**config.mk**
```make
export PLATFORM = sky130hd
export DESIGN_NAME = rah_app_mux_flat
export DESIGN_NICKNAME = d
export VERILOG_FILES = /design/src/rtl/rah_app_mux_if.sv /design/src/rtl/rah_app_mux.sv /design/src/flat_wrapper.sv
export SDC_FILE = /design/constraint.sdc
export NUM_CORES = 1
export LEC_CHECK = 0
export ABC_CLOCK_PERIOD_IN_PS = 3200
export CORE_ASPECT_RATIO = 0.7
export CORE_UTILIZATION = 45
export CTS_CLUSTER_DIAMETER = 200
export CTS_CLUSTER_SIZE = 40
export DETAILED_ROUTE_END_ITERATION = 10
export RECOVER_POWER = 100
export SLEW_MARGIN = 20
export SYNTH_ARGS = -nofsm -noshare
export SYNTH_HDL_FRONTEND = slang
export SYNTH_SLANG_ARGS = --single-unit
```
**constraint.sdc**
```tcl
create_clock -name clk -period 3.2 [get_ports clk]
set_input_delay 0.64 -clock clk [delete_from_list [all_inputs] [get_ports clk]]
set_output_delay 0.64 -clock clk [all_outputs]
set_load 0.03 [all_outputs]
```
**src/rtl/rah_app_mux_if.sv**
```systemverilog
// App-side and encoder-side signal bundle for rah_app_mux.
// Stat ports exist only when RAH_APP_MUX_STATS_EN is defined.
interface rah_app_mux_if #(
    parameter int N = 3,
    parameter int W = 48
);
    logic [N-1:0]   app_wr_en;
    logic [N*W-1:0] app_wr_data;
    logic [N-1:0]   app_full;
    logic [N-1:0]   app_overflow;
    logic           enc_prog_full;
    logic [N-1:0]   enc_send_data;
    logic [W-1:0]   enc_wr_data;
`ifdef RAH_APP_MUX_STATS_EN
    logic [N*32-1:0] stat_words;
    logic [N*16-1:0] stat_drops;
`endif

    modport slave (
        input  app_wr_en, app_wr_data, enc_prog_full,
        output app_full, app_overflow, enc_send_data, enc_wr_data
`ifdef RAH_APP_MUX_STATS_EN
        , output stat_words, stat_drops
`endif
    );

    modport master (
        output app_wr_en, app_wr_data, enc_prog_full,
        input  app_full, app_overflow, enc_send_data, enc_wr_data
`ifdef RAH_APP_MUX_STATS_EN
        , input stat_words, stat_drops
`endif
    );
endinterface

```
**src/rtl/rah_app_mux.sv**
```systemverilog
// Per-app FIFOs, round-robin burst arbiter onto one encoder write port.
// Optional per-channel counters under RAH_APP_MUX_STATS_EN.
module rah_app_mux #(
    parameter int TOTAL_APPS       = 3,
    parameter int RAH_PACKET_WIDTH = 48,
    parameter int DEPTH            = 4,
    parameter int BURST_LEN        = 2
) (
    input logic          clk,
    input logic          rst,
    rah_app_mux_if.slave bus
);
    localparam int N  = TOTAL_APPS;
    localparam int W  = RAH_PACKET_WIDTH;
    localparam int AW = $clog2(DEPTH);
    localparam int GW = (N > 1) ? $clog2(N) : 1;
    localparam int BW = $clog2(BURST_LEN + 1);

    typedef enum logic {IDLE, GRANT} state_t;

    logic [W-1:0]  r_mem  [N][DEPTH];
    logic [AW-1:0] r_wptr [N];
    logic [AW-1:0] r_rptr [N];
    logic [AW:0]   r_cnt  [N];
    logic [N-1:0]  r_ovf;
    logic [N-1:0]  r_send;
    logic [W-1:0]  r_data;
    state_t        r_state;
    logic [GW-1:0] r_grant;
    logic [GW-1:0] r_rr;
    logic [BW-1:0] r_burst;

    logic [N-1:0]  w_full, w_empty, w_wr, w_drop, w_pop;
    logic          w_any, w_gpop, w_last;
    logic [GW-1:0] w_next;
    int            w_idx;

    always_comb begin
        w_full  = '0;
        w_empty = '0;
        w_wr    = '0;
        w_drop  = '0;
        for (int i = 0; i < N; i++) begin
            w_full[i]  = (r_cnt[i] == (AW+1)'(DEPTH));
            w_empty[i] = (r_cnt[i] == '0);
            w_wr[i]    = bus.app_wr_en[i] & ~w_full[i];
            w_drop[i]  = bus.app_wr_en[i] & w_full[i];
        end
        w_gpop = (r_state == GRANT) && !bus.enc_prog_full && !w_empty[r_grant];
        w_pop  = '0;
        if (w_gpop)
            w_pop[r_grant] = 1'b1;
        w_last = w_gpop && ((r_burst + BW'(1) == BW'(BURST_LEN)) ||
                            (r_cnt[r_grant] == (AW+1)'(1)));
        // Walk backwards so the nearest channel after r_rr wins.
        w_any  = 1'b0;
        w_next = r_rr;
        w_idx  = 0;
        for (int k = N; k >= 1; k--) begin
            w_idx = (int'(r_rr) + k) % N;
            if (!w_empty[w_idx]) begin
                w_any  = 1'b1;
                w_next = GW'(w_idx);
            end
        end
    end

    always_ff @(posedge clk) begin
        for (int i = 0; i < N; i++)
            if (w_wr[i])
                r_mem[i][r_wptr[i]] <= bus.app_wr_data[i*W +: W];
    end

    always_ff @(posedge clk) begin
        if (rst) begin
            for (int i = 0; i < N; i++) begin
                r_wptr[i] <= '0;
                r_rptr[i] <= '0;
                r_cnt[i]  <= '0;
            end
            r_ovf <= '0;
        end else begin
            for (int i = 0; i < N; i++) begin
                if (w_wr[i])
                    r_wptr[i] <= r_wptr[i] + AW'(1);
                if (w_pop[i])
                    r_rptr[i] <= r_rptr[i] + AW'(1);
                if (w_wr[i] && !w_pop[i])
                    r_cnt[i] <= r_cnt[i] + (AW+1)'(1);
                else if (!w_wr[i] && w_pop[i])
                    r_cnt[i] <= r_cnt[i] - (AW+1)'(1);
                if (w_drop[i])
                    r_ovf[i] <= 1'b1;
            end
        end
    end

    always_ff @(posedge clk) begin
        if (rst) begin
            r_state <= IDLE;
            r_rr    <= GW'(N - 1);
            r_grant <= '0;
            r_burst <= '0;
            r_send  <= '0;
            r_data  <= '0;
        end else begin
            r_send <= w_pop;
            if (w_gpop)
                r_data <= r_mem[r_grant][r_rptr[r_grant]];
            unique case (r_state)
                IDLE: begin
                    if (w_any && !bus.enc_prog_full) begin
                        r_grant <= w_next;
                        r_rr    <= w_next;
                        r_burst <= '0;
                        r_state <= GRANT;
                    end
                end
                GRANT: begin
                    if (!bus.enc_prog_full) begin
                        if (w_gpop)
                            r_burst <= r_burst + BW'(1);
                        if (w_last || w_empty[r_grant])
                            r_state <= IDLE;
                    end
                end
                default: r_state <= IDLE;
            endcase
        end
    end

    assign bus.app_full      = w_full;
    assign bus.app_overflow  = r_ovf;
    assign bus.enc_send_data = r_send;
    assign bus.enc_wr_data   = r_data;

`ifdef RAH_APP_MUX_STATS_EN
    logic [31:0] r_words [N];
    logic [15:0] r_drops [N];

    always_ff @(posedge clk) begin
        if (rst) begin
            for (int i = 0; i < N; i++) begin
                r_words[i] <= '0;
                r_drops[i] <= '0;
            end
        end else begin
            for (int i = 0; i < N; i++) begin
                if (w_pop[i])
                    r_words[i] <= r_words[i] + 32'd1;
                if (w_drop[i])
                    r_drops[i] <= r_drops[i] + 16'd1;
            end
        end
    end

    for (genvar g = 0; g < N; g++) begin : g_stat
        assign bus.stat_words[g*32 +: 32] = r_words[g];
        assign bus.stat_drops[g*16 +: 16] = r_drops[g];
    end
`endif
endmodule
```
**src/flat_wrapper.sv**
```systemverilog
// flat-port wrapper written by rule: the top's interface ports become plain ports
module rah_app_mux_flat 
#(
    parameter int TOTAL_APPS       = 3,
    parameter int RAH_PACKET_WIDTH = 48,
    parameter int DEPTH            = 4,
    parameter int BURST_LEN        = 2
)
  (clk, rst, bus_app_wr_en, bus_app_wr_data, bus_enc_prog_full, bus_app_full, bus_app_overflow, bus_enc_send_data, bus_enc_wr_data);
  rah_app_mux_if bus_i ();
  input logic clk;
  input logic rst;
  input wire logic [$bits(bus_i.app_wr_en)-1:0] bus_app_wr_en;
  input wire logic [$bits(bus_i.app_wr_data)-1:0] bus_app_wr_data;
  input wire logic [$bits(bus_i.enc_prog_full)-1:0] bus_enc_prog_full;
  output wire logic [$bits(bus_i.app_full)-1:0] bus_app_full;
  output wire logic [$bits(bus_i.app_overflow)-1:0] bus_app_overflow;
  output wire logic [$bits(bus_i.enc_send_data)-1:0] bus_enc_send_data;
  output wire logic [$bits(bus_i.enc_wr_data)-1:0] bus_enc_wr_data;
  assign bus_i.app_wr_en = bus_app_wr_en;
  assign bus_i.app_wr_data = bus_app_wr_data;
  assign bus_i.enc_prog_full = bus_enc_prog_full;
  assign bus_app_full = bus_i.app_full;
  assign bus_app_overflow = bus_i.app_overflow;
  assign bus_enc_send_data = bus_i.enc_send_data;
  assign bus_enc_wr_data = bus_i.enc_wr_data;
  rah_app_mux #(.TOTAL_APPS(TOTAL_APPS), .RAH_PACKET_WIDTH(RAH_PACKET_WIDTH), .DEPTH(DEPTH), .BURST_LEN(BURST_LEN)) u_core (.clk(clk), .rst(rst), .bus(bus_i));
endmodule
```
Yosys cells after proc, flatten, opt, wreduce, memory -nomap -nowiden
Memories as Yosys holds them, arrays and structs flattened. A register that Yosys moved wholly into a read port is not among the register bits.
Index checks and enable logic that the tools add are counted.
{"block": "word_totals", "register_bits": 61, "elab_cells": 206, "output_inout_bits": 57, "memories": 4, "ramBits": 597, "input_bits": 150}
{"name": "u_core.r_mem", "depth": 3, "word_bits": 192, "read_ports": 1, "rd_ports_with_merged_regs": 1, "write_ports": 3, "line_no": "rah_app_mux.sv:21", "text": "logic [W-1:0] r_mem [N][DEPTH];"}
{"name": "u_core.r_cnt", "depth": 3, "word_bits": 3, "read_ports": 4, "rd_ports_with_merged_regs": 1, "write_ports": 3, "line_no": "rah_app_mux.sv:24", "text": "logic [AW:0] r_cnt [N];"}
{"name": "u_core.r_rptr", "depth": 3, "word_bits": 2, "read_ports": 4, "rd_ports_with_merged_regs": 1, "write_ports": 3, "line_no": "rah_app_mux.sv:23", "text": "logic [AW-1:0] r_rptr [N];"}
{"name": "u_core.r_wptr", "depth": 3, "word_bits": 2, "read_ports": 3, "rd_ports_with_merged_regs": 0, "write_ports": 3, "line_no": "rah_app_mux.sv:22", "text": "logic [AW-1:0] r_wptr [N];"}
{"block": "op_classes", "eq_ne": 8, "n_addsub": 16, "n_mux": 99, "bitwise": 26, "n_div": 3, "n_reduce_logical": 29, "magnitude_cmp": 12}
{"operator": "$mux W192", "count": 3}
{"operator": "$demux W48 S2", "count": 3}
{"operator": "$mux W48", "count": 5}
{"operator": "$bmux W48 S2", "count": 1}
{"operator": "$lt A32 B4 Y1 const B", "count": 3}
{"operator": "$mod A32 B3 Y32 const B", "count": 3}
{"operator": "$mux W1", "count": 55}
{"operator": "$mux W2", "count": 18}
{"operator": "$mux W3", "count": 7}
{"operator": "$add A2 B1 Y2 const B", "count": 7}
{"operator": "$logic_and A1 B1 Y1", "count": 14}
{"operator": "$ge A3 B3 Y1 const B", "count": 4}
{"operator": "$not A2 Y3", "count": 4}
{"operator": "$or A1 B1 Y1", "count": 12}
{"operator": "$add A3 B1 Y3 const B", "count": 3}
{"operator": "$eq A3 B3 Y1 const B", "count": 3}
{"operator": "$logic_not A3 Y1", "count": 3}
{"operator": "$lt A3 B1 Y1 const B", "count": 3}
{"operator": "$sub A3 B1 Y3 const B", "count": 3}
{"operator": "$bmux W1 S2", "count": 4}
{"operator": "$logic_not A1 Y1", "count": 8}
{"operator": "$add A2 B2 Y3 const B", "count": 2}
{"operator": "$and A1 B1 Y1", "count": 6}
{"operator": "$ne A2 B2 Y1 const B", "count": 2}
{"operator": "13 further kinds", "count": 17}

Logic depth before layout (Yosys ltp)
Gate-level depths: netlist of the first run.
An unclocked memory read counts as a cell.
{"block": "logic_depth", "depth_word": 14, "ltp_mapped": 11, "ltp_nobuf": 11}

Worst setup path after synthesis of the first run
No wires, ideal clock.
{"block": "synth_path", "path_kind": "input to register", "startpoint": "input port bus_enc_prog_full", "endpoint": "memory u_core.r_cnt[1][2] (netlist bit) (data pin)", "setup_slack_ps": 608, "t_required_ps": 2925, "n_path_buf": 1, "stages": 9, "arrival_ps": 2318, "setup_time_ps": 275, "cell_sequence": "nand2b_1 > buf_6 > or3_1 > nor3_1 > nand2_1 > fa_1 > xor2_1 > a21o_1 > a21oi_1"}
{"item": "start, declared", "line_no": "flat_wrapper.sv:15", "text": "input wire logic [$bits(bus_i.enc_prog_full)-1:0] bus_enc_prog_full;"}
{"item": "end, declared", "line_no": "rah_app_mux.sv:24"}

==> results of run 1 <==
==> cells by family after synthesis <==
kind of cell               after synthesis
AOI/OAI and AO/OA                      235
and+or+nand+nor                        163
xor gates and xnor gates                 8
adders and majority gates               21
DFF                                    659
muxes                                  199
buffers and inverters                  106
==> layout by cell type, fill, tap and decap left out, types with 20 or more instances in the layout <==
cell type / netlist / routed
mux2i_1: 148 / 148
clkbuf_16: 0 / 20
inv_1: 21 / 21
o22ai_1: 96 / 96
dfxtp_1: 62 / 61
a222oi_1: 47 / 47
o211ai_1: 49 / 49
dlygate4sd3_1: 0 / 199
edfxtp_1: 597 / 597
mux4_2: 48 / 48
nor2_1: 73 / 71
==> power by group through the flow <==
stage / combinational [W] / sequential (W) / clock, W
4_1_cts: 0.00627 / 0.0111 / 0.00373
3_5_place_dp: 0.00625 / 0.0113 / 0
3_3_place_gp: 0.00612 / 0.0112 / 0
6_report: 0.00599 / 0.0111 / 0.00364
2_1_floorplan: 0.00369 / 0.0114 / 0
5_1_grt: 0.00644 / 0.0112 / 0.00396
==> cell type report <==
type	count	area share [%]
Multi-Input combinational cell	626	19.1
Inverter	21	0.274
Antenna cell	9	0.0782
Sequential cell	659	66.6
Tap cell	740	3.21
Clock inverter	2	0.161
Timing Repair Buffer	256	8.74
Clock buffer	31	1.88
==> sequential cells by signal, indices dropped and copies added, names as in the netlist, named ones only <==
signal                    count
u_core.bus.app_overflow       3
u_core.bus.enc_send_data      3
u_core.bus.enc_wr_data       48
u_core.r_burst                2
u_core.r_cnt                  9
u_core.r_grant                1
u_core.r_mem                576
u_core.r_rptr                 6
u_core.r_rr                   2
u_core.r_state                1
u_core.r_wptr                 6
==> path summary, 6_finish.rpt <==
path                                            startpoint                     endpoint  slack [ps]  cells past startpoint
worst min register to register  u_core.bus.app_overflow[2]   u_core.bus.app_overflow[2]         480                      2
worst min-delay path                                   rst  u_core.bus.enc_send_data[1]         410                      3
worst max register to register         u_core.r_rptr[2][0]   u_core.bus.enc_wr_data[31]         260                      9
worst max-delay path                    u_core.r_cnt[0][1]              bus_app_full[0]         170                      2
==> per-stage QoR <==
step | cells | worst slack (ps)
2_1_floorplan | 1391 | 608
3_3_place_gp | 2300 | 230
3_5_place_dp | 2302 | 168
4_1_cts | 2335 | 38.5
5_1_grt | 2336 | 50.8
6_report | 2344 | 174
==> per-layer routing <==
metal  wire, um  vias to the layer above  global-route usage (%)
met1      26400                     6873                    30.7
met3       4640                       56                    3.25
li1           -                     6016                       -
met5         57                        -                       0
met2      26900                      490                    32.2
met4        810                       10                    3.25
==> worst register-to-register path, cell delays in order (launching register included) <==
cell	delay, ps
edfxtp_1	600
buf_12	240
nand2_1	70
o21ai_1	190
clkbuf_2	360
clkbuf_2	700
mux2i_1	340
o211ai_1	120
o22ai_1	130
nor2_1	60
==> what timing repair did <==
action,in CTS,in global routing
setup endpoints to repair,0,2
setup buffers,0,0
gates resized for setup,0,2
==> impl_results.md, run 1 <==
- Post-Synth Simple-Gate Area: 3.18%
- Worst-Margin Slew: about 1300 ps
- Drt via density: 5.74
- Status: finished with violations
- Critical Setup Path Class: reg -> out
- Synth Instances: 1391
- Initial Util: 45.6%
- Seq cells post-synth: 659
- IO Pins: 207
- Max-slew violation total from the final report: 0
- Largest family of logic cells by synthesized area: multiplexers
- Area contributors post-synth: edfxtp_1 (71%), mux2i_1 (5.9%), dfxtp_1 (4.9%)
- Ys async rst share: 0%
- Synth top area share: 71.3%
- Fmax: 330 MHz
- Pre-antenna DRT Iters: 11
- CTS buffer count: 20
- Min Tclk post-route: 3030 ps
- TNS Setup: 0 ps
- Hold slack: 408 ps
- Number of global-route vias before repair: about 13k
- Share of cells above drive strength 1: slightly below 9%
- GRT overflow: 0
- Sequential area share after synthesis: 76.2%
- Final ANT Viol Nets: 0
- Mean Syn Cell Area: approximately 18 um^2
- I/O Buffers: 206
- DR DRC count: 2
- Hold Fails Final Rpt: 0
- CTS tree: built
- DR vias: between 10k and 15k
- CP Buf/Inv Count: 1
- CP arrival: 2390 ps
- Netlist cell types: 62
- Final instance area: 0.0288 mm^2
- Final Cycle Share: 94.6%
- Worst-path clk slew: about 140 ps
- Logic gate share of total power: 29.0%
- Worst EP required: about 2600 ps
- Most area-hungry cell type in the Yosys netlist: edfxtp_1
- CP Capture Type: primary output
- Worst VDD drop: 0.436 mV
- Footprint of the multi-input gates: 0.00550 mm^2
- Setup Viol. Count Final: 0
- Clk_skew: 24.5 ps
- Leakage: ~9.4 nW
- Worst path cell trace: nor3b_1, clkdlybuf4s50_1
- Die Width: 285 um
- First-pass GRT wire length: 86400 um
- Mux contribution to synthesized area: between 10% and 20%
- Top_reg_cell synth: edfxtp_1
- Critical path's slowest cell: clkdlybuf4s50_1
- Clock sinks: 659
- CTS Hold Buffers Added: 0
- Clk buf depth: 3
- Max cap viols: 0
- Net Sw Power: around 0.0066 W
- Final net count: 1755
- Adder-cell share of the synthesized area: under 10%
- Seq. cell area: roughly 0.019 mm^2
- GRT Util Overall: 20.5%
- Startpoint types: register
- Violated checks: DRC
- DR iter-0 viols: 1423
- Clock power frac: between 10% and 20%
- Min-delay worst type: in -> reg
- Core area: 0.0552 mm^2
- Flop pwr share: 53.5%
- Compound-cell area share of the yosys netlist: 6.98%
- Family with the most delay on the worst path: buffers and inverters
- Sw frac: 31.8%
- Die Y: 200 um
- CP max stage delay: 780 ps
- Power density cells: 719 mW/mm^2
- Syn nets: between 1.5k and 2k
- Most frequent cells after synthesis: edfxtp_1 (597), mux2i_1 (148), o22ai_1 (96)
- Initial antenna violation count: 14
- Netlist Area Pre-Place: approximately 0.025 mm^2
- Final Util: 52.2%
- Routability cong.: 0.849
- Total die area: ~0.057 mm^2
- Post-synthesis xor/xnor area fraction: 0.279%
- H-tree depth: 1
- Count leader, synth: edfxtp_1
- Post-placement cell area: about 0.028 mm^2
- Largest net degree at the start of global routing: 58
- Root buf cell: clkbuf_16
- WL/cell: about 25 um
- Post-DP HPWL: roughly 37000 um
- Unrepaired setup endpoints after global routing: no
- Yosys Warn Count: 0
- Relative slew slack: 12.5%
- Number of synthesized flops with an enable pin: 597
- Clk_lat worst skew: 600 ps
- Placement Rows: 72
- Fill count: 4418
- P&R area growth vs syn: 14.5%
- Pwr Total: 0.0207 W
- Internal: 0.0141 W
- Max FO, Critical Path: 5
- Routed WL: 58800 um
(Power assumes the default switching activity.)
==> inputs of run 2 (changes only) <==
Settings changed: CORE_UTILIZATION 45 to 40.
==> run 2 against run 1 <==
The run ends with DRC, capacitance limit, slew limit left; setup slack worse by 20 ps; clock power is 2% higher; fmax is 0.67% lower; clock-buffer cell count is 4 higher; total power is 0.53% higher; global-route usage is 1.2 points lower; largest cell class unchanged.
==> impl_results.md, run 2 (synthesis results as in run 1) <==
- Final ANT Viol Nets: 0
- CP max stage delay: ~800 ps
- I/O Buffers: 206
- GRT overflow: 0
- CTS tree: built
- Reg2Reg Depth: 3
- Root buf cell: clkbuf_16
- Setup repair bufs after CTS: 0
- Flop pwr share: 53.4%
- Met2 global-route usage: 31.1%
- Violated checks: DRC, capacitance limit, slew limit
- Power density cells: around 720 mW/mm^2
- Clk_skew: 18.5 ps
- Die Y: 212 um
- Die Width: around 300 um
- Status: finished with violations
- Met1 GRT Util: between 20% and 30%
- Initial antenna violation count: 30
- Max FO, Critical Path: 5
- Net Sw Power: 0.00665 W
- Worst VDD drop: 0.359 mV
- Startpoint types: register
- Drt via density: between 5 and 6
- GRT Util Overall: roughly a fifth
- Clk buf depth: 3
- Min-delay worst type: in -> reg
- Fmax: 328 MHz
- Max FFs per register: 576
- CP Capture Type: primary output
- Logic gate share of total power: between 20% and 30%
- Largest net degree at the start of global routing: 77
- Max-slew violation total from the final report: 60
- TNS Setup: 0 ps
- WL/cell: around 26 um
- CP arrival: around 2400 ps
- H-tree depth: 1
- P&R area growth vs syn: 14.9%
- Setup Viol. Count Final: 0
- Crit path from: u_core.r_cnt[0][1]
- DR DRC count: 22
- Routability cong.: 0.842
- Routed WL: 62400 um
- Final Util: 46.8%
- Final net count: 1757
- Most frequent cells in the layout: edfxtp_1 (597), dlygate4sd3_1 (199), mux2i_1 (148)
- Setup WS post-layout: 154 ps
- Clock sinks: 659
- Leakage: 9.42 nW
- Relative slew slack: -5.10%
- Total die area: 0.0639 mm^2
- First-pass GRT wire length: 90300 um
- Met3 Use GR: 2.90%
- Clk_lat worst skew: 590 ps
- Worst r2r src: u_core.r_cnt[1][2]
- Worst-Margin Slew: between 1500 and 2000 ps
- R2r endpoint: u_core.r_mem[1][152]
- R2r setup slk: between 150 and 200 ps
- DR vias: 13.5k
- Pre-antenna DRT Iters: 9
- Hold Fails Final Rpt: 0
- Min Tclk post-route: 3050 ps
- Core area: 0.0618 mm^2
- Placement Rows: 76
- Worst-path clk slew: 140 ps
- Number of global-route vias before repair: 13.4k
- CTS buffer count: 20
- Initial Util: 40.7%
- Place WS: 254 ps
- Max cap viols: 3
- Post-DP HPWL: 38900 um
- Most common cell after layout, fill and taps aside: edfxtp_1
- Worst EP required: 2560 ps
- Unrepaired setup endpoints after global routing: no
- CP endpoint: bus_app_full[0]
- Clock power frac: 17.8%
- Final Cycle Share: approximately 95%
- Share of cells above drive strength 1: 8.38%
- Critical Setup Path Class: reg -> out
- DR iter-0 viols: approximately 1.3k
- Worst path cell trace: nor3b_1, dlygate4sd3_1
- Internal: between 0.01 and 0.015 W
- Busiest grt layer: met2
- IO Pins: around 210
- Critical path's slowest cell: dlygate4sd3_1
- Sw frac: between 30% and 40%
## run 2: cell count changes in the layout (fill, tap and decap cells not counted), moves of 2 or more
cell | before | now
clkbuf_2 | 18 | 20
buf_2 | 0 | 2
clkbuf_4 | 4 | 2
and3_1 | 6 | 8
and2_0 | 2 | 6
diode_2 | 9 | 6
nor3_1 | 12 | 14
and3_2 | 2 | 0
buf_4 | 13 | 15
and2_2 | 4 | 0
## run 2: worst min-delay path by stage
stage                               startpoint  cells after the start  slack [ps]                    endpoint
finish                                     rst                      2         450  u_core.bus.app_overflow[0]
global route                               rst                      2         460  u_core.bus.enc_wr_data[46]
CTS                                        rst                      2         430  u_core.bus.app_overflow[0]
detailed placement  u_core.bus.app_overflow[1]                      2         460  u_core.bus.app_overflow[1]
global placement    u_core.bus.app_overflow[0]                      2         450  u_core.bus.app_overflow[0]
floorplan                    u_core.r_burst[0]                      2         460           u_core.r_burst[0]
## run 2: power groups by stage
stage,Sequential (W),Combinational [W],Clock [W]
finish,0.0111,0.00600,0.00370
global route,0.0112,0.00644,0.00406
CTS,0.0111,0.00635,0.00381
detailed placement,0.0113,0.00633,0
global placement,0.0113,0.00622,0
floorplan,0.0114,0.00369,0
## run 2: what timing repair did
action,in CTS,in global routing
gates resized for setup,0,1
hold buffers,0,0
setup endpoints to repair,0,1
## run 2: critical path, delay by kind of cell, from the launching register on
kind,cells,cell delay [ps]
AND/OR/NAND/NOR,1,510
flip-flops,1,490
buffers and inverters,1,820
## run 2: metal layers
layer,routed length (um),share of wire (%)
met1,27900,45
met5,113,0.18
met4,723,1.2
met2,29300,47
met3,4330,6.9
## run 2: stage by stage
step	hold slack [ps]	area, um^2	total power [W]	cells
2_1_floorplan	460	25200	0.0151	1391
3_3_place_gp	450	28600	0.0175	2383
3_5_place_dp	456	28600	0.0176	2383
4_1_cts	435	29200	0.0213	2419
5_1_grt	461	28900	0.0217	2421
6_report	454	28900	0.0208	2425
## run 2: final cells by class
type | instances | area, um^2
clock inverters | 1 | 30.0
repair buffers | 258 | 2530
well taps | 819 | 1020
clock buffers | 35 | 578
multi-input cells | 626 | 5480
diodes | 6 | 15.0
flip-flops and latches | 659 | 19200
inverters | 21 | 78.8
fillers | 5277 | 32900
